--- config.mk ---
export PLATFORM = sky130hd
export DESIGN_NAME = hazard_ctrl
export DESIGN_NICKNAME = d
export VERILOG_FILES = /design/src/rtl/hazard_ctrl.sv
export SDC_FILE = /design/constraint.sdc
export NUM_CORES = 1
export LEC_CHECK = 0
export ABC_CLOCK_PERIOD_IN_PS = 3660
export CELL_PAD_IN_SITES_DETAIL_PLACEMENT = 0
export CELL_PAD_IN_SITES_GLOBAL_PLACEMENT = 1
export CORE_MARGIN = 4
export CORE_UTILIZATION = 30
export CTS_BUF_LIST = sky130_fd_sc_hd__clkbuf_2 sky130_fd_sc_hd__clkbuf_4 sky130_fd_sc_hd__clkbuf_8
export DETAILED_ROUTE_END_ITERATION = 6
export PLACE_DENSITY_LB_ADDON = 0.05
export SKIP_CTS_REPAIR_TIMING = 1
export SLEW_MARGIN = 20
export SYNTH_ARGS = -nofsm -noshare
export SYNTH_HDL_FRONTEND = slang
export SYNTH_SLANG_ARGS = --single-unit
--- constraint.sdc ---
create_clock -name clk -period 3.66 [get_ports clk]
set_clock_uncertainty 0.2 [all_clocks]
set_input_delay 1.098 -clock clk [delete_from_list [all_inputs] [get_ports clk]]
set_output_delay 1.098 -clock clk [all_outputs]
set_load 0.05 [all_outputs]
--- src/rtl/hazard_ctrl.sv ---
// Stall/halt controller for an in-order core without operand forwarding.
// A shift-register scoreboard of in-flight destinations drives bbl; stop drains then halts.
module hazard_ctrl #(
  parameter int DEPTH     = 3,
  parameter int WB_BYPASS = 1
) (
  input  logic        clk,
  input  logic        rst,
  input  logic        exp_read1,
  input  logic [4:0]  exp_addr1,
  input  logic        exp_read2,
  input  logic [4:0]  exp_addr2,
  input  logic [4:0]  tar_addr,
  input  logic        stop,
  output logic        bbl,
  output logic        halted,
  output logic [31:0] stall_cnt
);
  localparam int CHECK = DEPTH - WB_BYPASS;

  localparam logic [1:0] S_RUN   = 2'd0;
  localparam logic [1:0] S_DRAIN = 2'd1;
  localparam logic [1:0] S_HALT  = 2'd2;

  logic [DEPTH-1:0]      slot_vld;
  logic [DEPTH-1:0][4:0] slot_addr;
  logic [1:0]            state;
  logic [2:0]            drain_cnt;
  logic [31:0]           stall_q;
  logic                  hazard;

  // The oldest slot is skipped when the regfile forwards same-cycle writes.
  always_comb begin
    hazard = 1'b0;
    for (int i = 0; i < DEPTH; i++) begin
      if (i < CHECK && slot_vld[i] &&
          ((exp_read1 && exp_addr1 == slot_addr[i]) ||
           (exp_read2 && exp_addr2 == slot_addr[i])))
        hazard = 1'b1;
    end
  end

  assign bbl       = !rst && (state != S_RUN || stop || hazard);
  assign halted    = !rst && (state == S_HALT);
  assign stall_cnt = stall_q;

  always_ff @(posedge clk) begin
    if (rst) begin
      slot_vld  <= '0;
      slot_addr <= '0;
      state     <= S_RUN;
      drain_cnt <= 3'd0;
      stall_q   <= 32'd0;
    end else begin
      for (int i = 1; i < DEPTH; i++) begin
        slot_vld[i]  <= slot_vld[i-1];
        slot_addr[i] <= slot_addr[i-1];
      end
      // r0 never enters, so reads of $0 can never stall.
      slot_vld[0]  <= !bbl && tar_addr != 5'd0;
      slot_addr[0] <= tar_addr;
      case (state)
        S_RUN: begin
          if (stop) begin
            state     <= S_DRAIN;
            drain_cnt <= 3'(DEPTH);
          end else if (hazard && stall_q != 32'hFFFF_FFFF) begin
            stall_q <= stall_q + 32'd1;
          end
        end
        S_DRAIN: begin
          drain_cnt <= drain_cnt - 3'd1;
          if (drain_cnt == 3'd1) state <= S_HALT;
        end
        S_HALT:  state <= S_HALT;
        default: state <= S_RUN;
      endcase
    end
  end
endmodule

==> metrics.yaml <==
worst_setup_path:
  path_cells: "clkbuf_2, xor2_1, nor4_1, nand4_1, and4_4, a21oi_4, buf_6"
  worstSetupPathType: "primary input to primary output"
  crit_required_ns: 2.36
  slowest_stage: "nor4_1"
  r2r_cells: 7
  end_kind: "primary output"
  path_depth: 7
  start_kind: "primary input"
  cp.arrival_ns: 2.32
  cp_slowest_stage_delay_ns: 0.28
  worstPathMaxFanout: 2
  worst_path_dominant_cell_family: "simple AND/OR/NAND/NOR gates"
  critPathBufInv: 2
timing:
  rsz0062_at_grt: "yes"
  hold_viol: 0
  setup_ws_ns: 0.0462
  period_share_pct: 98.7
  fin_crit_ns: 3.61
  finalMaxSlewViolations: 0
  max_slew_margin_pct: 54.2
  tightest_slew_ns: 0.682
  setup_viol: 0
  max_freq_mhz: 277
  holdWs_ns: 0.288
worst_hold_path:
  hold_path.class: "flop to flop"
  min_path_cells: 2
drt:
  ant_nets: 0
  drt_iter0_markers: 42
  post_drt_wl_per_cell_um: 15.2
  drcViolationCount: 0
  via_per_inst: 5.15
  firstDrtPassIters: 4
  num_vias: 2443
  wl_mm: 7.20
floorplan:
  core_sq_um: 8760
  io_pins: 54
  start_util_pct: 31.1
  rows: 34
  die_h_um: 103
  dieWidth_um: 103
  die-area_sq_um: 10700
outcome:
  outcome: "finished clean"
cts:
  htreeDepth: 2
  cts_tree: "built"
  clock-sinks: 49
  clk_pin_slew_ns: 0.10
  cts-root-buf: "clkbuf_8"
  clock_latency_ns: 0.30
  cts_buffer_depth: 2
  numCtsBuffers: 5
job:
  cap_violations: 0
global_route:
  grt_use_total_pct: 14.0
  grt_pass1_vias: 2357
  antenna_found_initial: 0
  grt_overflow: 0
  grt_first_pass_wirelength_mm: 11.8
  grt_max_degree: 62
layout:
  final_common_cell: "dfxtp_1"
  mostFrequentLayoutCells: "49 x dfxtp_1, 40 x clkdlybuf4s50_1, 25 x nor2b_1, 25 x a21oi_1, 22 x nor2_1"
  area_delta_synth_final_pct: 28.2
  n_antenna_cell: 0
  fillers: 891
  final_nets: 391
  drive_gt1_share_pct: 9.56
synth:
  ys_seq_area_share_pct: 36.0
  synth_area_sq_um: 2730
  yosysTopAreaCell: "dfxtp_1"
  synth_nets: 344
  ys_types: 44
  syn_inst: 318
  synth_top_cell_area_share_pct: 36.0
  yosys_warnings: 0
  synthTopCellsByArea: "dfxtp_1 36%, nor2b_1 5.7%, xor2_1 5.5%"
  avgSynthCellArea_sq_um: 8.58
  ys_ff_latch: 49
place:
  hpwlAfterDp_mm: 4.93
  place_ws_ns: -0.356
  place_congestion: 0.771
  io_buffers: 53
power:
  power_density_nw_per_um2: 370
  peakVddDrop_v: 0.000208
  p_leak_nw: 1.24
## worst reg2reg max path: cells and delay by family (launching register included)
kind / cells / cell delay (ns)
simple gates: 5 / 1.63
flops: 1 / 0.48
fa+ha+maj: 1 / 0.24
compound gates: 1 / 0.14
## cells in the mapped netlist (all sizes together)
cell and count:
inv 8, o22ai 1, nor4 8, mux2 11, or3 5, nand2b 5
o31ai 13, o41ai 3, nand4 12, or4b 3, a22oi 1, xnor2 4
or2 2, nor3b 2, nor4b 2, a31o 1, buf 9, dfxtp 49
a31oi 1, xor2 17, mux2i 1, nor2 22, clkbuf 10, nand3 10
nor3 9, and2 2, nand2 17, a21oi 26, and4 7, and3 5
ha 6, nor2b 25, or4 14, o21bai 1, o21ai 6
## flip-flops by register name (all words and copies together), names as in the netlist
register	count
drain_cnt	3
slot_addr	10
slot_vld	2
stall_cnt	32
state	2
## area by class of cell
class	instances	area [sq um]	share of cell area [%]
repair buffers	59	573	16.4
clock buffers	5	68.8	1.97
well taps	108	135	3.87
flip-flops and latches	49	981	28.1
clock inverters	3	65.1	1.86
multi-input cells	242	1640	47.0
inverters	8	30.0	0.859
## kinds of logic after synthesis
kind of cell,share of synthesized area [%]
flops,36.0
fa+ha+maj,2.75
compound gates,11.7
mux,4.91
buf+inv,4.54
xor+xnor,6.74
simple gates,33.3
## worst paths after layout
check,end,slack [ns],start
max,bbl,0.05,exp_addr1[0]
min,drain_cnt[1],0.29,drain_cnt[1]
max reg2reg,stall_cnt[30],0.91,stall_cnt[0]
min reg2reg,drain_cnt[1],0.29,drain_cnt[1]
## where the power goes
group          internal (W)  switching, W  total (W)  leakage, nW
clock              0.000272      0.000202   0.000474       0.0681
combinational     0.0000918      0.000150   0.000241        0.770
sequential         0.000556     0.0000205   0.000577        0.398
total              0.000920      0.000372    0.00129         1.24
## metal layers
layer  wire length, um  vias up  track usage, %
met1              3530     1142            19.2
met3               333        4            3.22
li1                  -     1253               -
met2              3290       44            22.3
met5                 0        -               0
met4                45        0            3.09
## through the flow
step | util [%] | cell area (sq um) | std cells | TNS (ns) | total power [W]
after detailed placement | 38.3 | 3360 | 466 | -0.938 | 0.000832
after global routing | 39.9 | 3500 | 474 | -0.0349 | 0.00136
after floorplan | - | 2760 | 318 | -0.136 | 0.000761
after CTS | 39.8 | 3490 | 474 | -0.368 | 0.00131
final | 39.9 | 3500 | 474 | 0 | 0.00129
after global placement | 38.3 | 3360 | 466 | -0.824 | 0.000830
Power figures use the tool's default switching activity.
